<file path="src/rtl/mem_port_arbiter.sv">
// mem_port_arbiter: round-robin N-port arbiter onto one external memory port; define ARB_TIMEOUT_EN to add a WAIT watchdog
module mem_port_arbiter #(
  parameter int NUM_PORTS   = 2,
  parameter int ADDR_W      = 32,
  parameter int DATA_W      = 32,
  parameter int TIMEOUT_CYC = 255
) (
  input  logic                          clk,
  input  logic                          rst,
  input  logic [NUM_PORTS-1:0]          port_req,
  input  logic [NUM_PORTS-1:0]          port_we,
  input  logic [NUM_PORTS*ADDR_W-1:0]   port_addr,
  input  logic [NUM_PORTS*DATA_W-1:0]   port_wdata,
  input  logic [NUM_PORTS*DATA_W/8-1:0] port_be,
  output logic [DATA_W-1:0]             port_rdata,
  output logic [NUM_PORTS-1:0]          port_done,
  output logic [NUM_PORTS-1:0]          port_stall,
  output logic [NUM_PORTS-1:0]          port_err,
  output logic                          mem_req,
  output logic                          mem_we,
  output logic [ADDR_W-1:0]             mem_addr,
  output logic [DATA_W-1:0]             mem_wdata,
  output logic [DATA_W/8-1:0]           mem_be,
  input  logic                          mem_ready,
  input  logic [DATA_W-1:0]             mem_rdata
);
  localparam int PW = $clog2(NUM_PORTS);
  localparam int BW = DATA_W / 8;
  typedef enum logic [1:0] {IDLE, WAIT, RESP} stateT;
  stateT state;
  logic [PW-1:0] rrPtr, grant, nextGrant, rrNext;
  logic [NUM_PORTS-1:0] hiReq, cand;
  logic selWe;
  logic [ADDR_W-1:0] selAddr;
  logic [DATA_W-1:0] selWdata;
  logic [BW-1:0] selBe;
  logic timedOut;
  assign port_stall = port_req & ~port_done;
  assign rrNext = (grant == PW'(NUM_PORTS - 1)) ? '0 : grant + 1'b1;
`ifdef ARB_TIMEOUT_EN
  localparam int CW = $clog2(TIMEOUT_CYC + 1);
  logic [CW-1:0] waitCnt;
  assign timedOut = (waitCnt == CW'(TIMEOUT_CYC - 1));
`else
  assign timedOut = 1'b0;
  assign port_err = '0;
`endif
  // Pick the first requester at or above rrPtr, else wrap to the lowest requester, and mux its payload
  always_comb begin
    hiReq = '0;
    for (int i = 0; i < NUM_PORTS; i++) hiReq[i] = port_req[i] && (PW'(i) >= rrPtr);
    cand = (|hiReq) ? hiReq : port_req;
    nextGrant = '0;
    selWe = 1'b0;
    selAddr = '0;
    selWdata = '0;
    selBe = '0;
    for (int i = NUM_PORTS - 1; i >= 0; i--) begin
      if (cand[i]) begin
        nextGrant = PW'(i);
        selWe = port_we[i];
        selAddr = port_addr[i*ADDR_W +: ADDR_W];
        selWdata = port_wdata[i*DATA_W +: DATA_W];
        selBe = port_be[i*BW +: BW];
      end
    end
  end
  // IDLE -> WAIT -> RESP -> IDLE: one transaction in flight, done/err pulse during RESP
  always_ff @(posedge clk) begin
    if (rst) begin
      state <= IDLE;
      rrPtr <= '0;
      grant <= '0;
      mem_req <= 1'b0;
      mem_we <= 1'b0;
      mem_addr <= '0;
      mem_wdata <= '0;
      mem_be <= '0;
      port_rdata <= '0;
      port_done <= '0;
`ifdef ARB_TIMEOUT_EN
      port_err <= '0;
      waitCnt <= '0;
`endif
    end else begin
      port_done <= '0;
`ifdef ARB_TIMEOUT_EN
      port_err <= '0;
`endif
      case (state)
        IDLE: begin
          if (|port_req) begin
            grant <= nextGrant;
            mem_req <= 1'b1;
            mem_we <= selWe;
            mem_addr <= selAddr;
            mem_wdata <= selWdata;
            mem_be <= selBe;
            state <= WAIT;
`ifdef ARB_TIMEOUT_EN
            waitCnt <= '0;
`endif
          end
        end
        WAIT: begin
          if (mem_ready || timedOut) begin
            mem_req <= 1'b0;
            port_done[grant] <= 1'b1;
            port_rdata <= mem_ready ? (mem_we ? port_rdata : mem_rdata) : '1;
            rrPtr <= rrNext;
            state <= RESP;
          end
`ifdef ARB_TIMEOUT_EN
          port_err[grant] <= timedOut & ~mem_ready;
          waitCnt <= waitCnt + 1'b1;
`endif
        end
        default: state <= IDLE;
      endcase
    end
  end
endmodule

</file>
<file path="config.mk">
export PLATFORM = sky130hd
export DESIGN_NAME = mem_port_arbiter
export DESIGN_NICKNAME = d
export VERILOG_FILES = /design/src/rtl/mem_port_arbiter.sv
export SDC_FILE = /design/constraint.sdc
export NUM_CORES = 1
export LEC_CHECK = 0
export CAP_MARGIN = 40
export CORE_AREA = 2 2 109 111
export DETAILED_ROUTE_END_ITERATION = 8
export DIE_AREA = 0 0 111 113
export DONT_BUFFER_PORTS = 1
export SLEW_MARGIN = 20
export SYNTH_ARGS = -nofsm -noshare
export SYNTH_HDL_FRONTEND = slang
export SYNTH_SLANG_ARGS = --single-unit
</file>
<file path="constraint.sdc">
create_clock -name clk -period 1.6 [get_ports clk]
set_input_delay 0.24 -clock clk [delete_from_list [all_inputs] [get_ports clk]]
set_output_delay 0.24 -clock clk [all_outputs]
set_load 0.02 [all_outputs]
</file>
---- Yosys cells after proc, flatten, opt, wreduce, memory -nomap -nowiden ----
Index checks and enable logic that the tools add are counted.
Widths: inputs -> output; s select.
word-level totals
  bits in read-only memories .............. 0
  bits of input ports ..................... 175
  RAM bits ................................ 0
  bits in latches ......................... 0
  logic and storage cells ................. 56
  memories ................................ 0
  register bits after elaboration ......... 108
operators by class
  add/subtract/negate cells ............... 1
  magnitude comparators ................... 4
  reduce and logical (&&, ||, !) cells .... 13
  mux-type cells .......................... 20
  bitwise operators ....................... 5
  equal/unequal tests ..................... 3
  $mul .................................... 0
  div/mod/pow operators ................... 0
  shift operators ......................... 0
operators by type and width
  kind                 number
  $mux 32              4
  $mux 1               8
  $mux 4               2
  $mux 2               3
  $reduce_and 2->1     3
  $reduce_and 3->1     2
  $ne 2x2->1 const B   2
  $pmux 2 s2           1
  $reduce_or 2->1      2
  $logic_and 1x1->1    3
  $not 1->1            3
  $reduce_or 3->1      1
  $and 2x2->2          1
  $eq 2x1->1 const B   1
  $ge 1x1->1 const A   2
  $logic_not 2->1      1
  $lt 1x2->1 const B   1
  $not 2->2            1
  $pmux 1 s2           1
  $reduce_bool 2->1    1
  $add 1x1->1 const B  1
  $demux 1 s1          1
  $ge 1x1->1 const B   1

---- Logic depth before layout (Yosys ltp) ----
  word-level depth ........................ 6
  gate-level depth with buffers ........... 6
  gate-level depth less buffers ........... 3

---- Worst setup path after synthesis ----
Ideal clock, no wire load.
  kind .................................... register -> register
  from .................................... reg state[1]
  to ...................................... reg mem_addr[0]
  stages on the path, launching flop included .. 7
  data arrival time ....................... 1115 ps
  period minus slack after synthesis ...... 1248 ps
  slack ................................... 352 ps
  setup time .............................. 133 ps
  cells stage by stage .................... dfxtp_1 or2_1 buf_2 buf_6 buf_6 o21ai_1 a31oi_1
on the way
  longest elaborated chain between the ends .. 2
ends and longest elaborated chain
  item                               RTL line  source
  from (decl)                        30        stateT state;
  from (signal assigned)             71        state <= IDLE;
  from (signal assigned)             99        state <= WAIT;
  from (signal assigned)             111       state <= RESP;
  $logic_not 2->1                    90        case (state)
  $reduce_and 2->1 (no source line)  --
  to (signal assigned)               96        mem_addr <= selAddr;
  to (decl)                          21        output logic [ADDR_W-1:0] mem_addr,
Every way passes these cells.
A chain may end at the register's enable or synchronous reset.

---- Worst setup path in the final report ----
  from .................................... reg state[0]
  to ...................................... reg port_done[0]
on the way
  longest elaborated chain between the ends .. 3
ends and longest elaborated chain
  item                              RTL line  source
  $eq 2x1->1                        90
  $not 1->1 (no source line)        --
  $reduce_or 3->1 (no source line)  --
  to (signal assigned)              80        port_done <= '0;
  to (signal assigned)              86        port_done <= '0;
  to (signal, indexed assignment)   108       port_done[grant] <= 1'b1;
  to (decl)                         16        output logic [NUM_PORTS-1:0] port_done,
Every way passes these cells.

==> metrics.md <==
| Metric | Value |
|---|---|
| Initial antenna violation count | `0` |
| Critical Path End Type | `register` |
| Root Buffer | `clkbuf_16` |
| Vias in the first global route | `4172` |
| Max IR drop VDD | `~0.67 mV` |
| CP Launch Type | `register` |
| Share of layout cells above drive strength 1 | `6.64%` |
| PostCTS Resize Cnt | `0` |
| Clk slew on worst S/H paths | `0.07 ns` |
| CTS tree | `done` |
| Required @ worst endpoint | `1.88 ns` |
| Setup tns final | `0 ns` |
| ANT cells | `0` |
| Clock Path Buffers | `2` |
| Failing checks | `hold timing` |
| Crit path DAT | `1.73 ns` |
| Setup Viol. Count Final | `0` |
| Final hold slack | `-0.0308 ns` |
| Tcrit/Tclk final | `between 90% and 100%` |
| Critical path class | `reg2reg` |
| Maximum clock frequency | `0.691 GHz` |
| Postcts setup bufs | `0` |
| Drt drc | `0` |
| Mapped Avg Cell Area | `8.06 sq um` |
| Grt ovf | `0` |
| Hold Path Class | `in2reg` |
| Post-Syn Area | `0.00467 sq mm` |
| I/O pins | `approximately 280` |
| DP HPWL | `9.57 mm` |
| Sequential fraction of the synthesis area | `46.3%` |
| Wirelength, routed | `14.3 mm` |
| Outcome | `complete, but fails checks` |
| Synth-to-layout area growth | `7.15%` |
| Clk Latency, worst-skew pair | `0.34 ns` |
| Inserted Clock Buffers | `9` |
| Post-Syn Instances | `between 500 and 600` |
| Routed via count | `between 4k and 5k` |
| Synthesis-stage register bit count | `108` |
| Core Area | `0.0113 sq mm` |
| Antenna viol nets, final | `0` |
| Avg WL per Cell | `20.9 um` |
| First-pass GRT wire length | `22.5 mm` |
| Vias per cell | `approximately 6.4` |
| DRT iter0 DRCs | `452` |
| Total leakage power | `0.00159 uW` |
| YS warnings | `0` |
| RSZ-0062 raised after global routing | `no` |
| Core Util, Final | `44.4%` |
| Setup Skew | `0.00814 ns` |
| Clock sink total | `108` |
| Initial Util | `41.5%` |
| All-Layer GR Usage | `~22%` |
| Final min period | `1.45 ns` |
| H-tree lvl count | `3` |
| CTS Hold Bufs | `2` |
| Synth cell types | `27` |
| Post-layout nets | `712` |
| Pin count of the biggest net entering global routing | `108` |
| Peak fanout along the critical path | `6` |
| Final hold violation count | `24` |
| Num rows | `39` |
| TritonRoute pass-1 iters | `6` |
| Max-slew violation count | `0` |
| Pwr dens | `1270 mW/mm^2` |
| Port Buf Inserts | `0` |
| Die Footprint | `0.0125 sq mm` |
| Max cap viols | `0` |
| GPL Wtd Cong | `0.820` |
| Die Y | `113 um` |
| Die X | `between 100 and 150 um` |
metal layers:
| metal | share of wire (%) | global-route usage (%) |
|---|---|---|
| met5 | 0 | 0 |
| met4 | 1.8 | 8.00 |
| met3 | 11 | 6.70 |
| met2 | 48 | 38.2 |
| met1 | 40 | 26.3 |
layout by cell type (no fill, tap or decap):
cell type      instances
a21boi_4               1
a21oi_1               37
a311oi_1               1
a31oi_1               68
a32oi_1                1
and2_1                 1
and4bb_1               1
buf_12                 6
buf_4                 12
bufinv_16              1
clkbuf_1               3
clkbuf_16              9
clkbuf_8               1
clkinv_4               1
clkinvlp_4             1
conb_1                 2
dfxtp_1              108
dlygate4sd3_1          2
nand2_1               67
nand2b_2               1
nand3_1               69
nand3b_1               1
nand4_1               68
nand4bb_1              1
nor2_1                 1
nor2_4                 2
nor2b_1                2
nor3_1                 1
o21ai_1               69
or2_1                  2
or2_2                  1
or3b_1                 1
report_power, final:
| group | switching [uW] | internal (uW) | leakage [uW] |
|---|---|---|---|
| clock | 990 | 1260 | 0.000140 |
| combinational | 510 | 298 | 0.000562 |
| sequential | 387 | 2890 | 0.000886 |
Yosys cell counts:
master	instances	area (sq um)
or3b_1	1	8.76
a32oi_1	1	8.76
and4bb_1	1	12.5
a21boi_4	1	18.8
o21ai_1	69	345
a31oi_1	68	425
dfxtp_1	108	2160
nor3_1	1	5.00
a21oi_1	37	185
nor2_1	1	3.75
and2_1	1	6.26
conb_1	1	3.75
nand4bb_1	1	11.3
a311oi_1	1	8.76
buf_2	37	185
nor2b_1	2	12.5
nand3b_1	1	7.51
buf_6	4	45.0
nand2_1	67	251
or2_1	3	18.8
nand3_1	69	345
buf_4	8	60.1
nor2_2	2	12.5
nand2b_1	1	6.26
buf_1	5	18.8
clkbuf_1	21	78.8
nand4_1	68	425
final cells by class:
| cell class | count | area, sq um |
|---|---|---|
| sequential | 108 | 2160 |
| multi-input combinational | 398 | 2140 |
| fill | 1127 | 6260 |
| timing repair buffer | 20 | 230 |
| tap | 143 | 179 |
| clock inverter | 3 | 46.3 |
| clock buffer | 13 | 250 |
path summary, 6_finish.rpt:
| path | start | endpoint | slack [ns] | depth (start not counted) |
|---|---|---|---|---|
| min reg2reg | rrPtr | rrPtr | 0.50 | 2 |
| max | state[0] | port_done[0] | 0.15 | 3 |
| max reg2reg | state[0] | port_done[0] | 0.15 | 3 |
| min | rst | mem_addr[21] | -0.03 | 1 |
stage by stage:
stage	instance area (sq um)	worst slack (ns)	instances	total power (uW)	hold WS (ns)
final	5010	0.153	685	6340	-0.0308
after floorplan	4680	0.352	581	3990	0.376
after CTS	5010	0.128	685	6380	-0.0500
after global placement	4690	0.278	667	4110	0.317
after global routing	5010	0.0460	685	6590	-0.0491
after detailed placement	4690	0.202	667	4150	0.321
critical path, stage by stage, from the launching register on:
cell	delay (ns)
dfxtp_1	0.44
nand3b_1	0.22
nor3_1	0.17
dlygate4sd3_1	0.57
state kept, by name, summed over array words and instances (netlist names):
signal and flops:
grant 1, mem_wdata 32, mem_req 1, port_done 2, state 2, mem_we 1, mem_addr 32, port_rdata 32
mem_be 4, rrPtr 1
cells by family (layout without fill, tap and decap cells):
kind of cell,Yosys count,count (layout),synth area share (%)
buffers and inverters,75,36,8.30
AOI/OAI and AO/OA,177,177,21.2
and+or+nand+nor,219,219,24.1
DFF,108,108,46.3
other,1,2,0.0802
Power figures use the tool's default switching activity.
